## config.mk

```make
export PLATFORM = sky130hd
export DESIGN_NAME = fpu_mul_sequencer
export DESIGN_NICKNAME = d
export VERILOG_FILES = /design/src/rtl/fpu_mul_sequencer.sv
export SDC_FILE = /design/constraint.sdc
export NUM_CORES = 1
export LEC_CHECK = 0
export ABC_AREA = 1
export CORE_MARGIN = 5
export CORE_UTILIZATION = 45
export DETAILED_ROUTE_END_ITERATION = 10
export PLACE_DENSITY = 0.76
export SETUP_SLACK_MARGIN = 0.4
export SLEW_MARGIN = 20
export SYNTH_ARGS = -nofsm -noshare
export SYNTH_HDL_FRONTEND = slang
export SYNTH_SLANG_ARGS = --single-unit
```

## constraint.sdc

```tcl
create_clock -name clock -period 2.5 [get_ports clock]
set_input_delay 0.25 -clock clock [delete_from_list [all_inputs] [get_ports clock]]
set_output_delay 0.25 -clock clock [all_outputs]
set_load 0.01 [all_outputs]
```

## src/rtl/fpu_mul_sequencer.sv

```systemverilog
`default_nettype none
// ============================================================================
// Module      : fpu_mul_sequencer
// Description : Issue/collect stage in front of the fp16 multiply unit.
//               Operand pairs are queued in a small FIFO, presented to the
//               unit with stable operands, and each operation is run as
//               clear -> start -> wait-for-done. The result, condition codes
//               and status flags land in a valid/ready output slot. A
//               watchdog forces a qNaN result if the unit never answers.
// Ports       : clock, reset       - clock, asynchronous active-high reset
//               inValid/inReady    - operand pair handshake (inA, inB)
//               mulIn1/mulIn2      - operands held stable for the unit
//               mulReset/mulStart  - one-cycle clear and start pulses
//               mulDone/mulOut/
//               mulCond/mulFlags   - unit completion level and results
//               outValid/outReady  - result slot handshake
//               outResult/outCond/
//               outFlags/outTimeout- captured result slot contents
//               busy               - an operation is in flight
// Revision    : 1.0 - initial release
// ============================================================================
module fpu_mul_sequencer #(
    parameter int DEPTH   = 2,
    parameter int TIMEOUT = 64,
    parameter int FLAGW   = 5
) (
    input  logic             clock,
    input  logic             reset,
    input  logic             inValid,
    output logic             inReady,
    input  logic [15:0]      inA,
    input  logic [15:0]      inB,
    output logic [15:0]      mulIn1,
    output logic [15:0]      mulIn2,
    output logic             mulReset,
    output logic             mulStart,
    input  logic             mulDone,
    input  logic [15:0]      mulOut,
    input  logic [3:0]       mulCond,
    input  logic [FLAGW-1:0] mulFlags,
    output logic             outValid,
    input  logic             outReady,
    output logic [15:0]      outResult,
    output logic [3:0]       outCond,
    output logic [FLAGW-1:0] outFlags,
    output logic             outTimeout,
    output logic             busy
);

    localparam int C_PTR_W = $clog2(DEPTH);
    localparam int C_CNT_W = $clog2(TIMEOUT + 1);
    localparam logic [C_PTR_W:0]   C_FULL_COUNT = (C_PTR_W + 1)'(DEPTH);
    localparam logic [C_CNT_W-1:0] C_WD_LAST    = C_CNT_W'(TIMEOUT - 1);
    localparam logic [15:0]        C_QNAN       = 16'h7E00;

    typedef enum logic [1:0] {
        ST_IDLE  = 2'd0,
        ST_CLR   = 2'd1,
        ST_START = 2'd2,
        ST_BUSY  = 2'd3
    } state_t;

    state_t r_state;
    state_t w_state_next;

    logic [15:0]        r_fifo_a [DEPTH];
    logic [15:0]        r_fifo_b [DEPTH];
    logic [C_PTR_W-1:0] r_wr_ptr;
    logic [C_PTR_W-1:0] r_rd_ptr;
    logic [C_PTR_W:0]   r_count;
    logic [C_CNT_W-1:0] r_wd_cnt;

    logic w_full;
    logic w_empty;
    logic w_push;
    logic w_pop;
    logic w_capture;
    logic w_force;

    // ------------------------------------------------------------------
    // Operand FIFO. A push is gated only by full, so a pop in the same
    // cycle does not open a slot for the incoming pair.
    // ------------------------------------------------------------------
    assign w_full  = (r_count == C_FULL_COUNT);
    assign w_empty = (r_count == '0);
    assign w_push  = inValid && !w_full;
    assign inReady = !w_full;

    always_ff @(posedge clock) begin
        if (w_push) begin
            r_fifo_a[r_wr_ptr] <= inA;
            r_fifo_b[r_wr_ptr] <= inB;
        end
    end

    always_ff @(posedge clock or posedge reset) begin
        if (reset) begin
            r_wr_ptr <= '0;
            r_rd_ptr <= '0;
            r_count  <= '0;
        end else begin
            if (w_push) begin
                r_wr_ptr <= r_wr_ptr + C_PTR_W'(1);
            end
            if (w_pop) begin
                r_rd_ptr <= r_rd_ptr + C_PTR_W'(1);
            end
            if (w_push && !w_pop) begin
                r_count <= r_count + (C_PTR_W + 1)'(1);
            end else if (!w_push && w_pop) begin
                r_count <= r_count - (C_PTR_W + 1)'(1);
            end
        end
    end

    // ------------------------------------------------------------------
    // Sequencing FSM
    // ------------------------------------------------------------------
    always_ff @(posedge clock or posedge reset) begin
        if (reset) begin
            r_state <= ST_IDLE;
        end else begin
            r_state <= w_state_next;
        end
    end

    always_comb begin
        w_state_next = r_state;
        w_pop        = 1'b0;
        w_capture    = 1'b0;
        w_force      = 1'b0;
        case (r_state)
            ST_IDLE: begin
                // The slot is free now or is being drained this very cycle.
                if (!w_empty && (!outValid || outReady)) begin
                    w_pop        = 1'b1;
                    w_state_next = ST_CLR;
                end
            end
            ST_CLR: begin
                w_state_next = ST_START;
            end
            ST_START: begin
                w_state_next = ST_BUSY;
            end
            ST_BUSY: begin
                // Done has priority over the watchdog on the final cycle.
                if (mulDone) begin
                    w_capture    = 1'b1;
                    w_state_next = ST_IDLE;
                end else if (r_wd_cnt == C_WD_LAST) begin
                    w_force      = 1'b1;
                    w_state_next = ST_IDLE;
                end
            end
            default: begin
                w_state_next = ST_IDLE;
            end
        endcase
    end

    assign mulReset = (r_state == ST_CLR);
    assign mulStart = (r_state == ST_START);
    assign busy     = (r_state != ST_IDLE);

    // Watchdog: cleared while starting, counts every BUSY cycle.
    always_ff @(posedge clock or posedge reset) begin
        if (reset) begin
            r_wd_cnt <= '0;
        end else if (r_state == ST_START) begin
            r_wd_cnt <= '0;
        end else if (r_state == ST_BUSY) begin
            r_wd_cnt <= r_wd_cnt + C_CNT_W'(1);
        end
    end

    // Operands only move on a pop, so they are steady for the whole op.
    always_ff @(posedge clock or posedge reset) begin
        if (reset) begin
            mulIn1 <= '0;
            mulIn2 <= '0;
        end else if (w_pop) begin
            mulIn1 <= r_fifo_a[r_rd_ptr];
            mulIn2 <= r_fifo_b[r_rd_ptr];
        end
    end

    // ------------------------------------------------------------------
    // Output slot. Capture only happens in BUSY, which is never entered
    // with the slot still full, so capture and drain cannot collide.
    // ------------------------------------------------------------------
    always_ff @(posedge clock or posedge reset) begin
        if (reset) begin
            outValid   <= 1'b0;
            outResult  <= '0;
            outCond    <= '0;
            outFlags   <= '0;
            outTimeout <= 1'b0;
        end else if (w_capture) begin
            outValid   <= 1'b1;
            outResult  <= mulOut;
            outCond    <= mulCond;
            outFlags   <= mulFlags;
            outTimeout <= 1'b0;
        end else if (w_force) begin
            outValid   <= 1'b1;
            outResult  <= C_QNAN;
            outCond    <= 4'b0000;
            outFlags   <= '0;
            outTimeout <= 1'b1;
        end else if (outValid && outReady) begin
            outValid <= 1'b0;
        end
    end

endmodule
`default_nettype wire

```

# Word level (Yosys, flattened, before mapping)
# Memories as Yosys holds them, arrays and structs flattened. A register that Yosys moved wholly into a read port is not among the register bits.
# Index checks and enable logic that the tools add are counted.
[totals]
register_bits = 40
ramBits = 64
in_bits = 62
out_inout_bits = 63
wordCells = 71
mem_count = 2
[op_classes]
add_sub_neg = 5
n_eq_ne = 7
n_mux = 28
reduce_logical = 19
[mem_list]
columns = ["name", "words", "word_bits", "read_ports", "rd_clocked_by_memory_dff", "write_ports", "line", "text"]
rows = [
  ["r_fifo_a", 2, 16, 1, 1, 1, "66", "logic [15:0] r_fifo_a [DEPTH];"],
  ["r_fifo_b", 2, 16, 1, 1, 1, "67", "logic [15:0] r_fifo_b [DEPTH];"],
]
[op_table]
columns = ["operator", "count"]
rows = [
  ["16-bit 2-to-1 mux", 2],
  ["1-bit 2-to-1 mux", 14],
  ["7-bit 2-to-1 mux", 2],
  ["2-bit 2-to-1 mux", 5],
  ["5-bit 2-to-1 mux", 2],
  ["4-bit 2-to-1 mux", 2],
  ["2-bit one-hot mux with 4 select lines", 1],
  ["2-bit nonzero test", 4],
  ["7-bit by 1-bit adder with 7-bit output (second input constant)", 1],
  ["7-bit by 6-bit equality test with 1-bit output (second input constant)", 1],
  ["2-bit equality test (second input constant)", 3],
  ["1-bit logical AND", 5],
  ["1-bit logical NOT", 5],
  ["2-bit logical NOT", 2],
  ["3-bit != test (second input constant)", 1],
  ["3-bit nonzero test", 1],
  ["1-bit adder (second input constant)", 2],
  ["2-bit by 1-bit adder with 2-bit output (second input constant)", 1],
  ["2-bit by 1-bit equality test with 1-bit output (second input constant)", 1],
  ["2-bit != test (second input constant)", 1],
  ["2-bit AND reduction", 1],
  ["2-bit by 1-bit subtractor with 2-bit output (second input constant)", 1],
  ["1-bit logical OR", 1],
]

# Depth between registers and ports, before layout
# Gate-level depths: netlist of run 1.
[logic_depth]
depth_word = 8
ltp_mapped = 11
depth_no_buf = 10

# Least setup slack after synthesis of run 1
# No wires, ideal clock.
[synth_path]
kind = "register to register"
from = "reg r_count[0]"
to = "mem r_fifo_a[1][0], enable pin"
setup_time_ns = 0.422
arrival_time_ns = 2.012
t_required_ns = 2.078
slack_ns = 0.065
path_stages_with_launch = 5
n_path_buf = 0
period_less_slack_ns = 2.435
path_cell_list = "dfrtp_1 -> inv_2 -> nand2_1 -> nand2_1 -> nor2_1"
[synth_between]
elab_chain_cells = 5
[synth_lines]
columns = ["element", "line", "text"]
rows = [
  ["from (decl)", "70", "logic [C_PTR_W:0] r_count;"],
  ["from (signal assigned)", "109", "r_count <= r_count + (C_PTR_W + 1)'(1);"],
  ["from (signal assigned)", "111", "r_count <= r_count - (C_PTR_W + 1)'(1);"],
  ["2-bit equality test", "84", "assign w_full = (r_count == C_FULL_COUNT);"],
  ["1-bit logical NOT", "-", ""],
  ["net inReady", "30", "output logic inReady,"],
  ["1-bit logical AND", "86", "assign w_push = inValid && !w_full;"],
  ["1-bit 2-to-1 mux", "90", "if (w_push) begin"],
  ["1-bit 2-to-1 mux (not written as such)", "91", "r_fifo_a[r_wr_ptr] <= inA;"],
  ["to (decl)", "66", ""],
]
# The timed path passes the listed nets, and every way through them passes these cells.

# Final worst setup path of run 1
[layout_path]
from = "reg r_state[0]"
to = "out mulStart"
[layout_between]
elab_chain_cells = 1
[layout_lines]
columns = ["element", "line", "text"]
rows = [
  ["from (decl)", "63", "state_t r_state;"],
  ["from (signal assigned)", "123", "r_state <= w_state_next;"],
  ["2-bit equality test", "163", "assign mulStart = (r_state == ST_START);"],
  ["to (decl)", "36", "output logic mulStart,"],
]
# Every way passes these cells.

==> results of run 1 <==
-- metrics by stage --
stage / utilization / hold WS, ns / power [mW] / cell area, um2 / cells
2_1_floorplan: - / 0.3464 / 5.427 / 5464 / 527
3_3_place_gp: 0.5702 / 0.4528 / 6.770 / 6820 / 786
3_5_place_dp: 0.5702 / 0.4570 / 6.906 / 6820 / 786
4_1_cts: 0.6184 / 0.2459 / 9.397 / 7397 / 818
5_1_grt: 0.6184 / 0.3034 / 9.899 / 7397 / 818
6_report: 0.6184 / 0.2333 / 9.271 / 7397 / 818
-- final cells by class --
| cell class | instances | area share |
|---|---|---|
| multi-input cells | 352 | 0.2065 |
| inverters | 20 | 0.01066 |
| clock buffers | 20 | 0.06039 |
| flip-flops and latches | 136 | 0.5034 |
| clock inverters | 12 | 0.01776 |
| well taps | 147 | 0.02486 |
| repair buffers | 131 | 0.1764 |
-- power breakdown --
| part | switching (mW) | internal, mW | total (mW) |
|---|---|---|---|
| clock network | 0.881 | 1.57 | 2.45 |
| logic | 1.81 | 1.48 | 3.29 |
| registers | 0.372 | 3.16 | 3.53 |
| total | 3.07 | 6.20 | 9.27 |
-- worst max-delay path, cell delays in order, from the launching register on --
cell and delay (ns):
dfrtp_1 0.41, inv_1 0.12, ha_1 0.21, clkdlybuf4s50_1 0.56
-- cell usage in the layout, fill, tap and decap left out, types with 4 or more instances in the layout --
| cell type | netlist | layout |
|---|---|---|
| nor2_1 | 15 | 13 |
| edfxtp_1 | 64 | 64 |
| clkinv_2 | 0 | 4 |
| clkinv_1 | 0 | 5 |
| nand2_2 | 12 | 12 |
| or2_2 | 4 | 4 |
| clkdlybuf4s50_1 | 0 | 123 |
| ha_1 | 7 | 7 |
| inv_1 | 17 | 16 |
| buf_4 | 1 | 6 |
| clkbuf_16 | 0 | 17 |
| nand2_1 | 283 | 283 |
| nand3_1 | 12 | 12 |
| dfrtp_1 | 72 | 72 |
-- cells by family (layout without fill, tap and decap cells) --
kind of cell | count (synthesis) | count (layout) | synth area share
and+or+nand+nor | 334 | 334 | 0.2478
DFF | 136 | 136 | 0.6821
adders and majority gates | 7 | 7 | 0.01604
buffers and inverters | 39 | 183 | 0.04080
xor gates and xnor gates | 2 | 2 | 0.003209
AOI/OAI and AO/OA | 9 | 9 | 0.01008
-- flip-flops by register name, indices dropped and copies added, names as in the netlist, 2 cells and up --
register	cells
r_fifo_b	32
outCond	4
mulIn2	16
r_count	2
outResult	16
outFlags	5
mulIn1	16
r_fifo_a	32
r_state	2
r_wd_cnt	7
-- worst min-delay path by stage --
stage | to
finish | mulIn2[10]
global route | mulIn2[10]
CTS | mulIn1[13]
detailed placement | mulIn1[0]
global placement | outFlags[0]
floorplan | outValid
-- per-layer routing --
metal | share of wire | track usage
met1 | 0.43 | 0.2034
met2 | 0.49 | 0.3042
met3 | 0.061 | 0.04807
met4 | 0.016 | 0.08089
met5 | 0 | 0
==> impl_results.rst, run 1 <==
.. list-table::
   :header-rows: 1

   * - Metric
     - Value
   * - Final hold violation count
     - 0
   * - Number of buffers inserted by port buffering
     - 124
   * - Buffers inserted by post-CTS timing repair
     - 0
   * - ANT cells
     - 0
   * - Area occupied by multi-input gates
     - 1528 um2
   * - Full die area
     - 14430 um2
   * - Post-Syn Instances
     - 527
   * - Leakage power figure
     - 3.362 nW
   * - First-pass GRT wire length
     - 19.75 mm
   * - Num ports
     - 125
   * - Number of pins with negative max-slew slack in the final report
     - 0
   * - Clock sink total
     - 136
   * - Critical path launch point type
     - flip-flop
   * - Layout cells sized above 1
     - 0.08793
   * - H-tree depth
     - 4
   * - Y dimension of the die
     - 120.1 um
   * - Data arrival time of the worst path
     - 1.72 ns
   * - Filler Cells Inserted
     - 946
   * - RR Endpoint
     - outResult[8]
   * - Required time worst endpoint
     - 2.25 ns
   * - Max-cap viol count
     - 0
   * - Most instantiated flip-flop cell in the synthesis netlist
     - dfrtp_1
   * - Violation count after the first detailed-route iteration
     - 317
   * - Number of cell rows
     - 40
   * - Worst Tran Pin Value
     - 0.5809 ns
   * - CTS tree
     - yes
   * - R2r startpoint
     - r_state[0]
   * - Area taken by flip-flops and latches
     - 3724 um2
   * - Most instantiated library cell after synthesis
     - nand2_1
   * - Die width
     - 120.1 um
   * - Ratio of routed vias to standard cells
     - 4.804
   * - Placement Setup Slack
     - 0.7363 ns
   * - Cell types with the highest counts after synthesis
     - nand2_1, dfrtp_1, edfxtp_1
   * - CTS Hold Bufs
     - 0
   * - Type of element capturing the critical path
     - output port
   * - RePlAce Congestion
     - 0.7932
   * - Setup skew after layout
     - 0.008156 ns
   * - Worst hold path class
     - in2async
   * - Setup repair after global routing missed its margin
     - false
   * - Worst setup path startpoint
     - r_state[0]
   * - Achievable frequency
     - 0.5069 GHz
   * - Synthesized area divided by synthesized cell count
     - 10.36 um2
   * - First-pass iteration count of the detailed router
     - 4
   * - Final period utilization
     - 0.7891
   * - Layout area overhead
     - 35.50%
   * - Gr ovfl total
     - 0
   * - Share of Yosys cell area claimed by the top area cell type
     - 0.3521
   * - Number of flip-flops and latches in the synthesized netlist
     - 136
   * - Vias post-DR
     - 3930
   * - Initial Util
     - 0.4564
   * - Drt total wl
     - 11.98 mm
   * - Largest fanout of any net on the critical path
     - 4
   * - Share of flip-flops with an asynchronous set or reset
     - 0.5294
   * - Antenna violations before repair
     - 0
   * - Post-synthesis cell type with the largest combined area
     - edfxtp_1
   * - Insertion delay of the later-clocked pin in the worst-skew pair
     - 0.41 ns
   * - Worst setup path end
     - mulStart
   * - Post-cts repair resize count
     - 1
   * - Worst path setup slack after routing
     - 0.5272 ns
   * - Total clock buffers created by CTS
     - 17
   * - Syn nets
     - 596
   * - Setup_tns
     - 0 ns
   * - Final number of setup-violating endpoints
     - 0
   * - Netlist cell types
     - 28
   * - Netlist Area Pre-Place
     - 5459 um2
   * - Number of warnings reported in the yosys synthesis log
     - 0
   * - Number of global-route vias before repair
     - 4073
   * - Result of the run
     - finished, final reports clean
   * - Total GRT Usage
     - 0.1760
   * - Worst-path clk slew
     - 0.06 ns
   * - R2R depth
     - 5
   * - Minimum period implied by the final worst setup slack
     - 1.973 ns
   * - R2r setup slk
     - 0.75 ns
   * - Maximum number of pins on one net before global-route repair
     - 73
   * - Critical path class
     - reg2out
   * - Drc violations
     - 0
   * - Post-synth EDFFs
     - 64
   * - Root buffer selected by CTS
     - clkbuf_16
   * - Number of buffers on the longest clock path
     - 2
   * - Max rail drop VDD
     - 0.0006237 V
   * - Synth area leaders
     - edfxtp_1, dfrtp_1, nand2_1, buf_6, ha_1
   * - Sequential-to-total area share from yosys stat
     - 0.6821
   * - Number of nets still failing antenna checks after routing
     - 0
   * - Total number of nets in the final design
     - 727
   * - Relative slew slack
     - 0.6123
   * - Floorplan core area
     - 11960 um2
   * - Dpl hpwl
     - 7.834 mm
   * - Power density relative to cell area
     - 1253 nW/um2
   * - Wirelength per Cell
     - 14.64 um
Note: power is estimated with default switching activity, not from simulation.
==> run 2, diff against run 1 <==
--- a/config.mk
+++ b/config.mk
@@ -7,9 +7,9 @@
 export LEC_CHECK = 0
 export ABC_AREA = 1
 export CORE_MARGIN = 5
-export CORE_UTILIZATION = 45
+export CORE_UTILIZATION = 50
 export DETAILED_ROUTE_END_ITERATION = 10
-export PLACE_DENSITY = 0.76
+export PLACE_DENSITY = 0.8
 export SETUP_SLACK_MARGIN = 0.4
 export SLEW_MARGIN = 20
 export SYNTH_ARGS = -nofsm -noshare
==> constraint.sdc (replaced) <==
create_clock -name clock -period 2.01 [get_ports clock]
set_input_delay 0.201 -clock clock [delete_from_list [all_inputs] [get_ports clock]]
set_output_delay 0.201 -clock clock [all_outputs]
set_load 0.01 [all_outputs]
==> run 2 against run 1 <==
Against the previous run: sequential power is 24% higher; final cell count rose by 0.37%; count of clock-buffer cells in the layout is 1 higher; non-clock buffer count rose by 7; sequential cell count did not move; worst hold slack worse by 0.13 ns; via count is 3.5% higher; clock skew grew 0.0030 ns.
==> impl_results.rst, run 2 (synthesis gave the netlist of run 1 again) <==
.. list-table::
   :header-rows: 1

   * - Metric
     - Value
   * - Minimum period implied by the final worst setup slack
     - 1.632 ns
   * - Antenna violations before repair
     - 0 (unchanged)
   * - R2r startpoint
     - r_state[0]
   * - Number of buffers on the longest clock path
     - 2 (unchanged)
   * - R2R depth
     - 8 (+3)
   * - Final period utilization
     - 0.8121
   * - Highest metal layer with signal wires
     - met4
   * - Commonest cells after routing, fill and taps aside
     - nand2_1, dfrtp_1, edfxtp_1
   * - Data arrival time of the worst path
     - 1.43 ns (-0.29 ns)
   * - Die width
     - 114.5 um (-4.7%)
   * - Max-cap viol count
     - 0 (unchanged)
   * - Leakage power figure
     - 3.560 nW (+5.9%)
   * - Critical path launch point type
     - flip-flop
   * - Drt total wl
     - 12.49 mm (+4.2%)
   * - Setup repair after global routing missed its margin
     - true
   * - Worst-path clk slew
     - 0.06 ns (about the same)
   * - Num ports
     - 125 (unchanged)
   * - Drc violations
     - 0 (unchanged)
   * - Total clock buffers created by CTS
     - 17 (unchanged)
   * - Wire length on met2
     - 6.526 mm (+10%)
   * - Relative slew slack
     - 0.5998 (-0.01255)
   * - Clock sink total
     - 136 (unchanged)
   * - Number of cell rows
     - 38 (-5.0%)
   * - Total GRT Usage
     - 0.2039 (+0.02783)
   * - Number of pins with negative max-slew slack in the final report
     - 0 (unchanged)
   * - Maximum single-stage delay on the critical path
     - 0.39 ns (-0.17 ns)
   * - Insertion delay of the later-clocked pin in the worst-skew pair
     - 0.52 ns (+0.11 ns)
   * - Largest fanout of any net on the critical path
     - 4 (unchanged)
   * - Master of the slowest instance on the critical path
     - dfrtp_1
   * - Placement Setup Slack
     - 0.2651 ns (-0.4712 ns)
   * - First-pass iteration count of the detailed router
     - 6 (+2)
   * - Dpl hpwl
     - 8.414 mm (+7.4%)
   * - CTS Hold Bufs
     - 0 (unchanged)
   * - CTS tree
     - yes
   * - Type of element capturing the critical path
     - output port
   * - RePlAce Congestion
     - 0.8523 (+7.5%)
   * - Number of global-route vias before repair
     - 4212 (+3.4%)
   * - Biggest registers after layout
     - r_fifo_a (32), r_fifo_b (32)
   * - Setup_tns
     - 0 ns (unchanged)
   * - H-tree depth
     - 4 (unchanged)
   * - Root buffer selected by CTS
     - clkbuf_8
   * - Number of nets still failing antenna checks after routing
     - 0 (unchanged)
   * - Routed met1 length
     - 4.965 mm (-3.0%)
   * - Violation count after the first detailed-route iteration
     - 280 (-12%)
   * - Vias post-DR
     - 4068 (+3.5%)
   * - Max rail drop VDD
     - 0.0008339 V (+34%)
   * - Layout cells sized above 1
     - 0.1233 (+0.03542)
   * - Gr ovfl total
     - 0 (unchanged)
   * - Achievable frequency
     - 0.6126 GHz
   * - Maximum number of pins on one net before global-route repair
     - 34 (-53%)
   * - First-pass GRT wire length
     - 20.51 mm (+3.9%)
   * - R2r setup slk
     - 0.53 ns (-0.22 ns)
   * - Final number of setup-violating endpoints
     - 0 (unchanged)
   * - Final hold violation count
     - 0 (unchanged)
   * - Worst path setup slack after routing
     - 0.3777 ns (-0.1496 ns)
   * - Number of buffers inserted by port buffering
     - 124 (unchanged)
   * - Critical path class
     - reg2out
   * - Y dimension of the die
     - 114.5 um (-4.7%)
   * - Met3 WL post-DR
     - 898 um (+22%)
   * - Ratio of routed vias to standard cells
     - 4.955 (+3.1%)
   * - Layout area overhead
     - 37.22%
   * - Setup skew after layout
     - 0.01120 ns (+0.003040 ns)
   * - Worst hold path class
     - in2async
   * - Wirelength per Cell
     - 15.21 um (+3.8%)
   * - Critical path, cell by cell
     - buf_4 > ha_1 > clkbuf_2
   * - Power density relative to cell area
     - 1538 nW/um2 (+23%)
   * - Total number of nets in the final design
     - 737 (+1.4%)
   * - Floorplan core area
     - 10790 um2 (-9.8%)
   * - Full die area
     - 13110 um2 (-9.2%)
   * - ANT cells
     - 0 (unchanged)
   * - Worst Tran Pin Value
     - 0.5991 ns (+0.01821 ns)
   * - Most common cell after layout, fill and taps aside
     - nand2_1
   * - Initial Util
     - 0.5058 (+0.04942)
   * - Required time worst endpoint
     - 1.81 ns (-0.44 ns)
   * - RR Endpoint
     - outResult[14]
   * - Result of the run
     - finished, final reports clean
==> run 2: cell types whose count changed in the layout (fill, tap and decap cells not counted), moves of 2 or more <==
cell | previous run | this run
dlygate4sd2_1 | 1 | 59
clkdlybuf4s50_1 | 123 | 61
clkinv_1 | 5 | 1
ha_4 | 0 | 3
inv_1 | 16 | 12
ha_1 | 7 | 4
clkinv_4 | 0 | 2
clkbuf_8 | 1 | 3
nand2_4 | 1 | 3
inv_2 | 2 | 4
buf_4 | 6 | 12
clkinvlp_4 | 1 | 8
clkinv_2 | 4 | 0
buf_2 | 0 | 2
==> run 2: critical path: cells and delay by family, from the launching register on <==
family	cells	cell delay [ns]
adder cells (fa/ha/maj)	1	0.23
buffers and inverters	2	0.31
flip-flops	1	0.39
==> run 2: area by class of cell <==
cell class	count	area, um2
well taps	140	175.2
flip-flops and latches	136	3724
inverters	20	87.58
clock buffers	21	449.2
repair buffers	138	1282
clock inverters	11	172.7
repair inverters	3	22.52
multi-input cells	352	1578
fillers	782	3302
==> run 2: how the worst max path moves through the flow <==
stage	from	depth (start not counted)	slack, ns	endpoint
final	r_state[1]	3	0.38	mulStart
after global placement	inValid	4	0.37	r_fifo_b[1][6]
after global routing	r_state[1]	3	0.33	mulStart
after CTS	r_state[1]	3	0.23	mulStart
after detailed placement	r_state[0]	5	0.27	outFlags[2]
after floorplan	r_count[0]	4	0.1	r_fifo_a[1][0]
==> run 2: report_power, final <==
part           internal (mW)  switching, mW  total (mW)  leakage [nW]
combinational           1.56           2.36        3.93          1.77
clock                   2.08           1.14        3.22         0.292
sequential              3.92          0.452        4.37          1.49
total                   7.57           3.96        11.5          3.56
==> run 2: timing repair <==
item                                    4_1_cts  5_1_grt
gates cloned                                  3        0
endpoints found under the setup margin       83       34
pin swaps                                     1        0
resized for setup                            73        8
buffers inserted                              2        1
==> run 2: through the flow <==
stage	hold slack [ns]	std cells	util	total power [mW]	cell area (um2)
2_1_floorplan	0.2974	527	-	6.808	5495
3_3_place_gp	0.4522	783	0.6378	8.499	6884
3_5_place_dp	0.4579	783	0.6378	8.696	6884
4_1_cts	0.1049	820	0.6923	11.62	7472
5_1_grt	0.1523	821	0.6941	12.31	7491
6_report	0.1069	821	0.6941	11.52	7491
==> run 2: routing by layer <==
layer  vias up  GRT usage
met4         0    0.06413
met2       160     0.3570
li1       1943          -
met3        10    0.06448
met5         -          0
met1      1955     0.2384
